`config.mk`:
```
export PLATFORM = sky130hd
export DESIGN_NAME = exp_fix2float
export DESIGN_NICKNAME = d
export VERILOG_FILES = /design/src/rtl/exp_pkg.sv /design/src/rtl/exp_lod47.sv /design/src/rtl/exp_fix2float.sv
export SDC_FILE = /design/constraint.sdc
export NUM_CORES = 1
export LEC_CHECK = 0
export CORE_ASPECT_RATIO = 0.8
export CORE_UTILIZATION = 50
export DETAILED_ROUTE_END_ITERATION = 10
export PLACE_DENSITY = 0.75
export SKIP_CTS_REPAIR_TIMING = 1
export SLEW_MARGIN = 20
export SYNTH_ARGS = -nofsm -noshare
export SYNTH_HDL_FRONTEND = slang
export SYNTH_SLANG_ARGS = --single-unit
```
`constraint.sdc`:
```
create_clock -name clock -period 2.75 [get_ports clock]
set_input_delay 0.4125 -clock clock [delete_from_list [all_inputs] [get_ports clock]]
set_output_delay 0.4125 -clock clock [all_outputs]
set_load 0.01 [all_outputs]
```
`src/rtl/exp_pkg.sv`:
```
// Shared constants and packed float format for the exp fixed-to-float stage.
package exp_pkg;
    localparam int IN_W   = 47;
    localparam int FRAC_W = 25;
    localparam int BIAS   = 127;
    localparam int MANT_W = 23;
    localparam int EXP_W  = 8;
    localparam int P_W    = 6;

    // Exponent of a value whose leading one sits at fixed-point bit 0.
    localparam logic [EXP_W-1:0] EXP_OFF = EXP_W'(BIAS - FRAC_W);

    typedef struct packed {
        logic              sign;
        logic [EXP_W-1:0]  exp;
        logic [MANT_W-1:0] mant;
    } float_t;
endpackage

```
`src/rtl/exp_lod47.sv`:
```
// Combinational leading-one detector: index of the highest set bit plus an all-zero flag.
module exp_lod47
    import exp_pkg::*;
(
    input  logic [IN_W-1:0] i_data,
    output logic [P_W-1:0]  o_p,
    output logic            o_zero
);

    // Scan upward so the highest set bit is the last one written.
    always_comb begin
        o_p = P_W'(0);
        for (int i = 0; i < IN_W; i++) begin
            o_p = i_data[i] ? P_W'(i) : o_p;
        end
        o_zero = ~|i_data;
    end

endmodule

```
`src/rtl/exp_fix2float.sv`:
```
// Unsigned 22.25 fixed point to IEEE-754 single, 3-stage valid/ready pipeline.
// Define EXP_F2F_ROUND_EN for round-to-nearest-even; otherwise results truncate.
module exp_fix2float
    import exp_pkg::*;
(
    input  logic            clock,
    input  logic            reset_n,
    input  logic [IN_W-1:0] in_data,
    input  logic            in_valid,
    output logic            in_ready,
    output logic [31:0]     out_float,
    output logic            out_inexact,
    output logic            out_valid,
    input  logic            out_ready
);

    logic              r_v1;
    logic              r_v2;
    logic              r_v3;
    logic [IN_W-1:0]   r_d1;
    logic [IN_W-2:0]   r_d2;
    logic [P_W-1:0]    r_p2;
    logic              r_z2;
    logic              w_adv1;
    logic              w_adv2;
    logic              w_adv3;
    logic [P_W-1:0]    w_p;
    logic              w_zero;
    logic [P_W-1:0]    w_shamt;
    logic [IN_W-2:0]   w_norm;
    logic [MANT_W-1:0] w_mant_t;
    logic              w_guard;
    logic              w_sticky;
    logic              w_inexact;
    logic [MANT_W:0]   w_mant_r;
    float_t            w_pack;
    float_t            w_float;

    assign w_adv3    = ~r_v3 | out_ready;
    assign w_adv2    = ~r_v2 | w_adv3;
    assign w_adv1    = ~r_v1 | w_adv2;
    assign in_ready  = w_adv1;
    assign out_valid = r_v3;

    exp_lod47 u_lod (
        .i_data (r_d1),
        .o_p    (w_p),
        .o_zero (w_zero)
    );

    // S3: drop the leading one by normalising it just above bit IN_W-2, then split and pack.
    always_comb begin
        w_shamt   = P_W'(IN_W - 1) - r_p2;
        w_norm    = r_d2 << w_shamt;
        w_mant_t  = w_norm[IN_W-2 -: MANT_W];
        w_guard   = w_norm[IN_W-2-MANT_W];
        w_sticky  = |w_norm[IN_W-3-MANT_W:0];
`ifdef EXP_F2F_ROUND_EN
        w_mant_r  = {1'b0, w_mant_t} + {{MANT_W{1'b0}}, w_guard & (w_sticky | w_mant_t[0])};
`else
        w_mant_r  = {1'b0, w_mant_t};
`endif
        w_pack.sign = 1'b0;
        w_pack.exp  = EXP_OFF + EXP_W'(r_p2) + EXP_W'(w_mant_r[MANT_W]);
        w_pack.mant = w_mant_r[MANT_W-1:0];
        if (r_z2) begin
            w_float   = float_t'(32'h0000_0000);
            w_inexact = 1'b0;
        end else begin
            w_float   = w_pack;
            w_inexact = w_guard | w_sticky;
        end
    end

    // Pipeline registers; a stage loads only when its successor can take its contents.
    always_ff @(posedge clock or negedge reset_n) begin
        if (!reset_n) begin
            r_v1        <= 1'b0;
            r_v2        <= 1'b0;
            r_v3        <= 1'b0;
            r_d1        <= {IN_W{1'b0}};
            r_d2        <= {(IN_W-1){1'b0}};
            r_p2        <= P_W'(0);
            r_z2        <= 1'b0;
            out_float   <= 32'h0000_0000;
            out_inexact <= 1'b0;
        end else begin
            if (w_adv1) begin
                r_v1 <= in_valid;
                if (in_valid) begin
                    r_d1 <= in_data;
                end
            end
            if (w_adv2) begin
                r_v2 <= r_v1;
                if (r_v1) begin
                    r_d2 <= r_d1[IN_W-2:0];
                    r_p2 <= w_p;
                    r_z2 <= w_zero;
                end
            end
            if (w_adv3) begin
                r_v3 <= r_v2;
                if (r_v2) begin
                    out_float   <= w_float;
                    out_inexact <= w_inexact;
                end
            end
        end
    end

endmodule
```
# --- Word level (Yosys, flattened, before mapping) ---
# Cells that the tools add are included.
totals:
  mem_bits_rw: 0
  latchBits: 0
  wordCells: 73
  romBits: 0
  n_memories: 0
  in_bits: 51
  ff_bits: 136
op_classes:
  reduce_logical: 6
  eq_ne: 0
  n_shift: 1
  addsub: 2
  bitwise_logic: 7
  multipliers: 0
  div: 0
  n_mux: 48
  n_lt_le_gt_ge: 0
ops:
  columns: ["cell", "n"]
  rows:
  - ["6-bit two-way mux", 45]
  - ["47-bit OR reduction", 1]
  - ["46-bit by 6-bit << shifter with 46-bit output", 1]
  - ["31-bit two-way mux", 1]
  - ["22-bit OR reduction", 1]
  - ["7-bit by 6-bit adder with 8-bit output, first input constant", 1]
  - ["2-bit AND reduction", 3]
  - ["6-bit subtractor, first input constant", 1]
  - ["1-bit bitwise OR", 4]
  - ["1-bit inverter", 3]
  - ["1-bit two-way mux", 2]
  - ["1-bit logical NOT", 1]

# --- Longest topological paths before layout ---
# Gate-level depths: netlist (run 1).
depth:
  ltp_word: 46
  depth_mapped: 13
  depth_no_buf: 9

# --- Modules after synthesis ---
# From an unflattened synthesis (run 1), not the netlist that was laid out.
unflattened:
  hier_cells: 770
  hier_area_um2: 8229.1
by_module_without_submodules:
  columns: ["module", "area_each_um2", "cells_per_inst", "seq_area_each_um2", "instances"]
  rows:
  - ["exp_fix2float", 7668.6, 669, 3378.2, 1]
  - ["exp_lod47", 560.5, 101, 0.0, 1]

# --- Worst setup path before layout (run 1) ---
# Ideal clock, no wire load.
synth_path:
  path_kind: "register to register"
  start: "reg r_p2[1]"
  end: "reg out_float[20]"
  path_stages_with_launch: 13
  setup_ns: 0.121
  path_slack_ns: 0.212
  synth_period_minus_slack_ns: 2.538
  required_time_ns: 2.629
  arrival_time_ns: 2.417
  path_buffers: 3
  cell_sequence: "dfrtp_1 > ha_1 > buf_2 > buf_4 > buf_4 > mux2_2 > nor2_1 > a21oi_1 > mux2i_1 > nand2_1 > a31oi_1 > o22ai_1 > a22o_1"
synth_between:
  elab_chain_len: 3
synth_rtl:
  columns: ["element", "line", "rtl"]
  rows:
  - ["start, declared", "exp_fix2float.sv:22", "logic [P_W-1:0] r_p2;"]
  - ["start signal, assigned", "exp_fix2float.sv:98", "r_p2 <= w_p;"]
  - ["6-bit subtractor", "exp_fix2float.sv:53", "w_shamt = P_W'(IN_W - 1) - r_p2;"]
  - ["46-bit by 6-bit << shifter with 46-bit output", "exp_fix2float.sv:54", "w_norm = r_d2 << w_shamt;"]
  - ["31-bit two-way mux", "exp_fix2float.sv:66", "if (r_z2) begin"]
  - ["end signal, assigned", "exp_fix2float.sv:105", "out_float <= w_float;"]
  - ["end, declared", "exp_fix2float.sv:11", "output logic [31:0] out_float,"]
# No other way between the ends.
# A chain may end at the register's enable or synchronous reset.

# --- Final worst setup path (run 1) ---
layout_path:
  start: "reg r_p2[0]"
  end: "reg out_inexact"
layout_between:
  elab_chain_len: 5
layout_rtl:
  columns: ["element", "line", "rtl"]
  rows:
  - ["6-bit subtractor *", "exp_fix2float.sv:53", null]
  - ["46-bit by 6-bit << shifter with 46-bit output *", "exp_fix2float.sv:54", null]
  - ["22-bit OR reduction", "exp_fix2float.sv:57", "w_sticky = |w_norm[IN_W-3-MANT_W:0];"]
  - ["1-bit bitwise OR *", "exp_fix2float.sv:71", "w_inexact = w_guard | w_sticky;"]
  - ["1-bit two-way mux *", "exp_fix2float.sv:66", null]
  - ["end signal, assigned", "exp_fix2float.sv:106", "out_inexact <= w_inexact;"]
  - ["end, declared", "exp_fix2float.sv:12", "output logic out_inexact,"]
# Every way passes the cells marked *; elsewhere a longest branch is shown, timed or not.

==> run_results.csv, run 1 <==
group,metric,value,unit
global_routing,gr-total-overflow,0,
synth,synth_cell_types,54,
worst_setup_path,reg2reg_to,"out_inexact$_DFFE_PN0P_",
timing,fin_tns_setup,0,ns
drt,avgViaCountPerCell,6.08,
clock_tree,cts_max_level,4,
timing,worst_slew_pin_slew,0.736,ns
worst_setup_path,crit_slowest_cell,"mux4_1",
die,die_x,144,microns
placed_design,port_buffers,84,
timing,fin_crit_sh,97.2,%
global_routing,globalRouteTotalUtil,27.7,%
synth,synth-async-reset-ratio,100,%
worst_setup_path,cp.depth,8,
layout,syn_to_final_growth,25.1,%
synth,synth_edf_count,0,
layout,final_cell_mix,"dfrtp_1 (134), mux2_2 (105), nand2_1 (100)",
synth,synth_cells,761,
timing,slew_headroom,50.9,%
placed_design,place.gp.congestion,0.920,
pwr,peakVddDrop,0.522,mV
clock_tree,ctsLongestPathBuffers,2,
timing,skew,0.0116,ns
synth,syn-cell-area,0.00812,sq mm
die,num_io_pins,86,
synth,yosysWarningCount,0,
flow_run,cap_violations,0,
worst_setup_path,critical_path.reg2reg.startpoint,"r_p2[0]$_DFFE_PN0P_",
placed_design,dpl.hpwl,16400,microns
worst_setup_path,cp_num_buf_inv,1,
timing,drv_slew,0,
timing,finalSetupViolCount,0,
worst_setup_path,critPathRequiredTime,3.05,ns
pwr,power.total,11.6,mW
worst_setup_path,crit_end,"out_inexact$_DFFE_PN0P_",
timing,min_period,2.67,ns
die,start_util,51.4,%
worst_setup_path,reg2reg_slack,0.08,ns
worst_setup_path,critPathTopFamily,"multiplexers",
clock_tree,cts_made_buffers,17,
worst_setup_path,worstPathArrival,2.97,ns
drt,num_vias,6575,
clock_tree,tritoncts,"yes",
die,die_h,116,microns
worst_setup_path,start_kind,"flip-flop",
global_routing,grt_pass1_vias,6253,
pwr,power.density,1150,mW/mm^2
synth,seq_area_frac_synth,41.6,%
clock_tree,cts.reportedPaths.clkPinSlew,0.06,ns
die,core,0.0158,sq mm
synth,synth-main-ff-cell,"dfrtp_1",
layout,layout_commonest_cell,"dfrtp_1",
global_routing,antenna_found_initial,0,
worst_setup_path,slowest_delay,0.65,ns
worst_setup_path,cp_cell_sequence,"buf_12 > mux4_1 > mux2i_1 > mux2_2 > and2_1 > nand4bb_1 > o311ai_2 > nand2_1",
drt,drtIter0Drc,480,
layout,diodes,0,
clock_tree,root_buffer,"clkbuf_16",
drt,wl_per_cell,20.7,microns
worst_setup_path,reg2reg_depth,8,
layout,drive_above_1_share,24.5,%
worst_setup_path,crit_path_start,"r_p2[0]$_DFFE_PN0P_",
die,std_cell_rows,41,
clock_tree,clkLatencyLatePin,0.42,ns
global_routing,grt_max_degree,56,
drt,ant_nets,0,
layout,nNetsFinal,908,
drt,routed_wl,22400,microns
worst_setup_path,crit_fanout,24,
global_routing,grt_pass1_wl,34900,microns
drt,first_pass_iters,6,
worst_hold_path,hold_path.class,"input port to async pin",
synth,avgSynthCellArea,10.7,sq um
worst_setup_path,worstSetupPathType,"flip-flop to flip-flop",
timing,timing.fmax,0.374,GHz
timing,final_hold_viol_count,0,
drt,drc,0,
synth,synth_nets,816,
die,fp.dieArea,0.0168,sq mm
clock_tree,cts_sinks,135,
run_status,status,"finished, final reports clean",
pwr,leakagePower,4.26,nW
layout,fillers,1268,
synth,synth-seq-cells,135,
worst_setup_path,crit_path_end_kind,"flip-flop",
-- cell families after synthesis --
kind of cell             after synthesis  synth area share, %
flip-flops                           135                 41.6
other                                  1               0.0462
buffers and inverters                 66                 4.16
AO/OA/AOI/OAI                        148                 11.7
XOR/XNOR                              11                 1.28
adder cells (fa/ha/maj)                4                0.616
AND/OR/NAND/NOR                      210                 11.4
multiplexers                         186                 29.2
-- sequential cells by signal, indices dropped and copies added (netlist names) --
name / flops
out_float: 31
out_inexact: 1
out_valid: 1
r_d1: 47
r_d2: 46
r_p2: 6
r_v1: 1
r_v2: 1
r_z2: 1
-- where the power goes --
group | switching, mW | internal [mW]
registers | 0.525 | 2.48
logic | 3.17 | 2.99
clock network | 0.945 | 1.54
-- stage by stage --
stage,std cells,util [%],setup slack (ns),cell area (sq um),hold WS [ns]
6_report,1081,64.3,0.0764,10200,0.0446
4_1_cts,1079,63.7,0.0769,10100,0.0587
3_3_place_gp,1047,59.6,0.0311,9420,0.468
5_1_grt,1081,64.3,-0.0311,10200,0.0979
3_5_place_dp,1047,59.6,0.0879,9420,0.469
2_1_floorplan,761,-,0.212,8120,0.117
-- cells in the mapped netlist (all sizes together) (12+ instances only) --
cell type    n  area [sq um]
mux2i       54           541
buf         30           203
inv         15          56.3
clkbuf      21          78.8
a22o        13           114
dfrtp      135          3380
nor4        12          75.1
mux4        27           646
a21oi       29           145
nand3       15          75.1
mux2       105          1180
nor2        45           169
nand2      102           383
o21ai       46           230
-- how the worst min path moves through the flow --
stage / endpoint / cells past startpoint / slack (ns) / startpoint
final: r_p2[5]$_DFFE_PN0P_ / 1 / 0.04 / reset_n
after detailed placement: out_float[23]$_DFFE_PN0P_ / 2 / 0.47 / out_float[23]$_DFFE_PN0P_
after global placement: out_float[21]$_DFFE_PN0P_ / 2 / 0.47 / out_float[21]$_DFFE_PN0P_
after CTS: out_valid$_DFFE_PN0P_ / 1 / 0.06 / reset_n
after floorplan: out_float[0]$_DFFE_PN0P_ / 0 / 0.12 / reset_n
after global routing: r_p2[5]$_DFFE_PN0P_ / 1 / 0.1 / reset_n
-- per-layer routing --
layer / GRT usage [%] / vias up / share of wire [%]
met5: 0 / - / 0
met4: 9.61 / 0 / 2.0
met3: 4.88 / 27 / 5.0
met2: 41.2 / 247 / 45
met1: 40.9 / 3301 / 48
li1: - / 3000 / -
-- layout make-up --
cell class              instances  area, sq um  share of cell area, %
clock buffers                  17          425                   4.19
clock inverters                15          216                   2.13
inverters                      15         56.3                  0.555
multi-input cells             560         4480                   44.2
flip-flops and latches        135         3380                   33.3
well taps                     215          269                   2.65
repair buffers                124         1320                   13.0
Note: power is estimated with default switching activity, not from simulation.
==> inputs of run 2 (changes only) <==
--- a/config.mk
+++ b/config.mk
@@ -5,8 +5,10 @@
 export SDC_FILE = /design/constraint.sdc
 export NUM_CORES = 1
 export LEC_CHECK = 0
+export ABC_AREA = 1
 export CORE_ASPECT_RATIO = 0.8
 export CORE_UTILIZATION = 50
+export CTS_CLUSTER_SIZE = 12
 export DETAILED_ROUTE_END_ITERATION = 10
 export PLACE_DENSITY = 0.75
 export SKIP_CTS_REPAIR_TIMING = 1
==> run 2 against run 1 <==
Effect of this change: wire length decreased by 13%; worst hold slack got worse by 0.070 ns; register-to-register slack got worse by 0.16 ns; the run now ends with negative hold slack, negative setup slack left; highest routed layer unchanged; clock-buffer cell count increased by 6; first-iteration DRC count increased by 20%.
==> run_results.csv, run 2 <==
group,metric,value,unit
run_status,status,"finished, violations left",
run_status,violations,"negative hold slack, negative setup slack",
layout,utilization,63.8,%
clock_tree,root_buffer,"clkbuf_16",
timing,fin_tns_setup,-0.0839,ns
synth,avgSynthCellArea,7.58,sq um
synth,ys_top_cells_by_count,"nand2_1 (313), dfrtp_1 (135), o21ai_0 (119), nor2_1 (92), inv_1 (73)",
placed_design,dpl_cell_area,0.00914,sq mm
global_routing,gr-total-overflow,0,
clock_tree,cts_sinks,135,
synth,seq_area_frac_synth,42.5,%
pwr,power.total,11.9,mW
worst_setup_path,slowest_delay,0.38,ns
global_routing,grt_pass1_vias,6772,
layout,largest_register_ffs,47,
global_routing,globalRouteTotalUtil,26.1,%
timing,finalSetupViolCount,1,
timing,min_period,2.83,ns
layout,syn_to_final_growth,22.3,%
worst_setup_path,crit_fanout,3,
worst_setup_path,crit_top_cell,"nand2_1",
drt,num_vias,7105,
synth,synth_edf_count,0,
worst_setup_path,worstSetupPathType,"flip-flop to flip-flop",
layout,final_cells,1346,
layout,layout_commonest_cell,"nand2_1",
synth,synth_nets,1105,
synth,synth_top_area_cell,"dfrtp_1",
layout,fillers,1357,
layout,multi_input_area,0.00384,sq mm
layout,largest_register,"r_d1",
timing,drv_slew,0,
global_routing,grt_max_degree,70,
drt,drtIter0Drc,577,
synth,synth-async-reset-ratio,100,%
timing,worst_slew_pin_slew,0.612,ns
synth,syn-cell-area,0.00796,sq mm
global_routing,grt_pass1_wl,33200,microns
placed_design,port_buffers,84,
worst_setup_path,reg2reg_slack,-0.08,ns
worst_setup_path,start_kind,"flip-flop",
drt,first_pass_iters,8,
timing,skew,0.00866,ns
placed_design,place_inst,1315,
die,num_io_pins,86,
worst_setup_path,critPathRequiredTime,3.07,ns
die,die_h,115,microns
synth,synth_cell_types,36,
clock_tree,ctsLongestPathBuffers,2,
timing,grt_setup_unrepaired,"yes",
die,fp.dieArea,0.0164,sq mm
worst_setup_path,reg2reg_to,"r_p2[0]$_DFFE_PN0P_",
layout,final_cell_area,0.00973,sq mm
layout,drive_above_1_share,7.92,%
worst_setup_path,critical_path.reg2reg.startpoint,"r_d1[5]$_DFFE_PN0P_",
clock_tree,cts_made_buffers,17,
layout,diodes,0,
die,std_cell_rows,40,
timing,hold_slack,-0.0255,ns
clock_tree,cts_max_level,4,
drt,routed_wl,19400,microns
worst_setup_path,crit_path_start,"r_d1[5]$_DFFE_PN0P_",
synth,yosysWarningCount,0,
flow_run,cap_violations,0,
pwr,leakagePower,4.68,nW
worst_setup_path,worstPathArrival,3.16,ns
layout,nNetsFinal,1179,
clock_tree,tritoncts,"yes",
synth,synth.most_common_cell,"nand2_1",
placed_design,pre_cts_ws,-0.00634,ns
clock_tree,clkLatencyLatePin,0.43,ns
drt,ant_nets,0,
synth,synth_top_area_share,42.5,%
timing,timing.fmax,0.353,GHz
timing,final_hold_viol_count,31,
pwr,power.density,1230,mW/mm^2
timing,fin_crit_sh,103,%
clock_tree,cts.reportedPaths.clkPinSlew,0.06,ns
timing,timing.final.ws_setup,-0.0839,ns
drt,avgViaCountPerCell,5.28,
placed_design,place.gp.congestion,0.925,
worst_setup_path,crit_slowest_cell,"dfrtp_1",
drt,drc,0,
die,core,0.0153,sq mm
layout,final_cell_mix,"nand2_1 (311), dfrtp_1 (135), o21ai_0 (116)",
global_routing,antenna_found_initial,0,
placed_design,dpl.hpwl,14600,microns
worst_setup_path,crit_path_end_kind,"flip-flop",
pwr,peakVddDrop,0.799,mV
drt,wl_per_cell,14.4,microns
die,start_util,52.1,%
layout,register_area,0.00338,sq mm
worst_hold_path,hold_path.class,"input port to async pin",
timing,slew_headroom,59.2,%
synth,ys_top_cells_by_area,"dfrtp_1 (42%), nand2_1 (15%), o21ai_0 (7.5%)",
synth,synth_cells,1050,
synth,synth-seq-cells,135,
layout,reg_top3,"r_d1 x47, r_d2 x46, out_float x31",
synth,synth-main-ff-cell,"dfrtp_1",
die,die_x,143,microns
worst_setup_path,crit_end,"r_p2[0]$_DFFE_PN0P_",
worst_setup_path,reg2reg_depth,44,
run 2: changes by cell type in the layout (fill, tap and decap cells not counted), moves of 10 or more:
cell      delta
mux2_2     -103
nand2_1    +211
nor4_1      -11
o211ai_1    +10
bufinv_8    +13
o21ai_1     +39
mux4_2      -17
inv_1       +58
o21ai_0     +72
nor2_1      +47
mux4_1      -10
a21oi_1     +20
run 2: how the worst min path moves through the flow:
stage | slack (ns) | start | cells after the start | to
final | -0.03 | reset_n | 1 | r_v1$_DFFE_PN0N_
after global routing | 0.03 | reset_n | 1 | r_v1$_DFFE_PN0N_
after CTS | -0.008 | reset_n | 1 | r_v1$_DFFE_PN0N_
after detailed placement | 0.44 | reset_n | 1 | r_v1$_DFFE_PN0N_
after global placement | 0.44 | reset_n | 1 | r_v1$_DFFE_PN0N_
after floorplan | 0.12 | reset_n | 0 | out_float[0]$_DFFE_PN0P_
run 2: routing by layer:
layer | up-vias | track usage [%] | share of wire [%]
li1 | 3589 | - | -
met1 | 3295 | 36.8 | 50
met2 | 196 | 40.1 | 43
met3 | 25 | 5.33 | 5.1
met4 | 0 | 8.53 | 1.4
met5 | - | 0 | 0
run 2: cell families after synthesis:
family | after synthesis | synth area share, %
adders and majority gates | 4 | 0.629
and+or+nand+nor | 436 | 21.2
xor gates and xnor gates | 4 | 0.440
muxes | 58 | 7.33
buffers and inverters | 156 | 9.70
DFF | 135 | 42.5
AOI/OAI and AO/OA | 256 | 18.2
other | 1 | 0.0471
run 2: area by class of cell:
class	instances	share of cell area (%)
Multi-Input combinational cell	759	39.4
Clock inverter	8	0.990
Timing Repair Buffer	117	11.7
Inverter	94	5.50
Clock buffer	23	5.01
Tap cell	210	2.70
Sequential cell	135	34.7
run 2: where the power goes:
group          switching, mW  internal (mW)
combinational           4.01           2.67
sequential             0.402           2.61
clock                  0.831           1.42
run 2: critical path, delay by kind of cell (launching register included):
kind | cells | cell delay (ns)
DFF | 1 | 0.38
buffers and inverters | 1 | 0.18
and+or+nand+nor | 43 | 2.15
==> inputs of run 3 (changes only) <==
--- a/config.mk
+++ b/config.mk
@@ -11,6 +11,7 @@
 export CTS_CLUSTER_SIZE = 12
 export DETAILED_ROUTE_END_ITERATION = 10
 export PLACE_DENSITY = 0.75
+export RECOVER_POWER = 100
 export SKIP_CTS_REPAIR_TIMING = 1
 export SLEW_MARGIN = 20
 export SYNTH_ARGS = -nofsm -noshare
==> run 3 against run 2 <==
Effect of this change: the flow finishes with violations (max-capacitance violations, max-slew violations, negative setup slack); sequential power hardly changed; worst hold slack better by 0.42 ns; clock power about the same; register-to-register slack barely moved; setup slack improved by 0.011 ns; global-route usage did not move; via count decreased by 0.42%; critical path depth unchanged; clock skew is 0.0021 ns lower; utilization decreased by 0.34 points; fmax grew 0.39%; sequential share of layout area increased by 0.18 points; critical endpoint unchanged.
==> run_results.csv, run 3 (synthesis gave the netlist of run 2 again) <==
group,metric,value,unit
run_status,status,"finished, violations left",
clock_tree,clkLatencyLatePin,0.43,ns
timing,timing.final.ws_setup,-0.0728,ns
die,die_x,143,microns
global_routing,grt_pass1_wl,33200,microns
clock_tree,cts_sinks,135,
placed_design,place.gp.congestion,0.925,
worst_setup_path,crit_path_end_kind,"flip-flop",
pwr,power.density,1220,mW/mm^2
global_routing,grt_pass1_vias,6772,
worst_setup_path,crit_fanout,3,
drt,first_pass_iters,9,
timing,slew_headroom,-8.51,%
timing,worst_slew_pin_slew,1.63,ns
worst_setup_path,critPathRequiredTime,3.07,ns
layout,utilization,63.4,%
drt,num_vias,7075,
die,die_h,115,microns
layout,nNetsFinal,1179,
placed_design,dpl.hpwl,14600,microns
timing,fin_crit_sh,103,%
timing,skew,0.00655,ns
worst_setup_path,slowest_delay,0.38,ns
layout,largest_register_ffs,47,
placed_design,place_inst,1315,
global_routing,antenna_found_initial,0,
layout,largest_register,"r_d1",
layout,final_cell_area,0.00968,sq mm
clock_tree,cts.reportedPaths.clkPinSlew,0.06,ns
worst_setup_path,worstSetupPathType,"flip-flop to flip-flop",
layout,drive_above_1_share,7.39,%
worst_setup_path,start_kind,"flip-flop",
die,std_cell_rows,40,
worst_setup_path,crit_top_cell,"nand2_1",
global_routing,grt_max_degree,70,
drt,avgViaCountPerCell,5.26,
timing,final_hold_viol_count,0,
global_routing,gr-total-overflow,0,
flow_run,cap_violations,1,
global_routing,globalRouteTotalUtil,26.1,%
layout,syn_to_final_growth,21.7,%
worst_setup_path,reg2reg_slack,-0.07,ns
clock_tree,ctsLongestPathBuffers,2,
die,start_util,52.1,%
timing,hold_slack,0.390,ns
clock_tree,root_buffer,"clkbuf_16",
clock_tree,cts_max_level,4,
run_status,violations,"max-capacitance violations, max-slew violations, negative setup slack",
drt,drc,0,
layout,fillers,1367,
timing,drv_slew,67,
placed_design,port_buffers,84,
layout,layout_commonest_cell,"nand2_1",
drt,ant_nets,0,
die,core,0.0153,sq mm
drt,drtIter0Drc,579,
layout,diodes,0,
layout,final_cell_mix,"nand2_1 (312), dfrtp_1 (135), o21ai_0 (116)",
clock_tree,tritoncts,"yes",
layout,final_cells,1346,
drt,routed_wl,19300,microns
clock_tree,cts_made_buffers,17,
layout,register_area,0.00338,sq mm
timing,min_period,2.82,ns
die,fp.dieArea,0.0164,sq mm
pwr,peakVddDrop,0.794,mV
pwr,leakagePower,4.69,nW
layout,reg_top3,"r_d1 x47, r_d2 x46, out_float x31",
layout,multi_input_area,0.00383,sq mm
pwr,power.total,11.8,mW
placed_design,dpl_cell_area,0.00914,sq mm
timing,finalSetupViolCount,3,
timing,grt_setup_unrepaired,"yes",
worst_setup_path,worstPathArrival,3.14,ns
drt,wl_per_cell,14.4,microns
timing,timing.fmax,0.354,GHz
die,num_io_pins,86,
worst_setup_path,crit_slowest_cell,"dfrtp_1",
worst_hold_path,hold_path.class,"input port to async pin",
==> run 3: changes by cell type in the layout (fill, tap and decap cells not counted) <==
cell,change
clkbuf_2,+2
nand2_2,-1
clkbuf_4,+2
clkdlybuf4s50_1,-35
dlygate4sd3_1,+35
buf_6,-1
clkbuf_1,+4
inv_2,-1
nand2_1,+1
inv_1,+1
buf_12,-2
buf_4,-5
==> run 3: routing by layer <==
metal  part of all wire, %  vias up  GRT usage, %
met4                   1.5        0          8.53
met5                     0        -             0
met3                   5.4       28          5.33
met2                    43      207          40.1
met1                    50     3247          36.8
li1                      -     3593             -
==> run 3: stage by stage <==
step	worst slack, ns	TNS, ns
after CTS	-0.0848	-0.0848
after global routing	-0.487	-2.99
after global placement	0.0131	0
after detailed placement	-0.00634	-0.00634
final	-0.0728	-0.185
after floorplan	0.0494	0
==> run 3: power by group <==
part           internal, mW  total (mW)  leakage [nW]  switching [mW]
sequential             2.61        3.00          1.58           0.389
combinational          2.58        6.59          2.82            4.01
clock                  1.42        2.25         0.289           0.830
total                  6.61        11.8          4.69            5.22
==> run 3: worst paths after layout <==
check | depth (start not counted) | endpoint | from
max | 44 | r_p2[0]$_DFFE_PN0P_ | r_d1[5]$_DFFE_PN0P_
min | 1 | r_v1$_DFFE_PN0N_ | reset_n
max reg2reg | 44 | r_p2[0]$_DFFE_PN0P_ | r_d1[5]$_DFFE_PN0P_
min reg2reg | 2 | out_float[25]$_DFFE_PN0P_ | out_float[25]$_DFFE_PN0P_
max in group asynchronous | 2 | out_float[17]$_DFFE_PN0P_ | reset_n
min in group clock | 2 | out_float[25]$_DFFE_PN0P_ | out_float[25]$_DFFE_PN0P_
==> run 3: critical path: cells and delay by family, from the launching register on <==
family / cells / cell delay, ns
and+or+nand+nor: 43 / 2.15
DFF: 1 / 0.38
buffers and inverters: 1 / 0.18
==> run 3: area by class of cell <==
cell class | instances | area share [%]
multi-input combinational | 759 | 39.6
sequential | 135 | 34.9
timing repair buffer | 117 | 11.2
inverter | 94 | 5.53
clock buffer | 23 | 5.04
tap | 210 | 2.71
clock inverter | 8 | 0.995
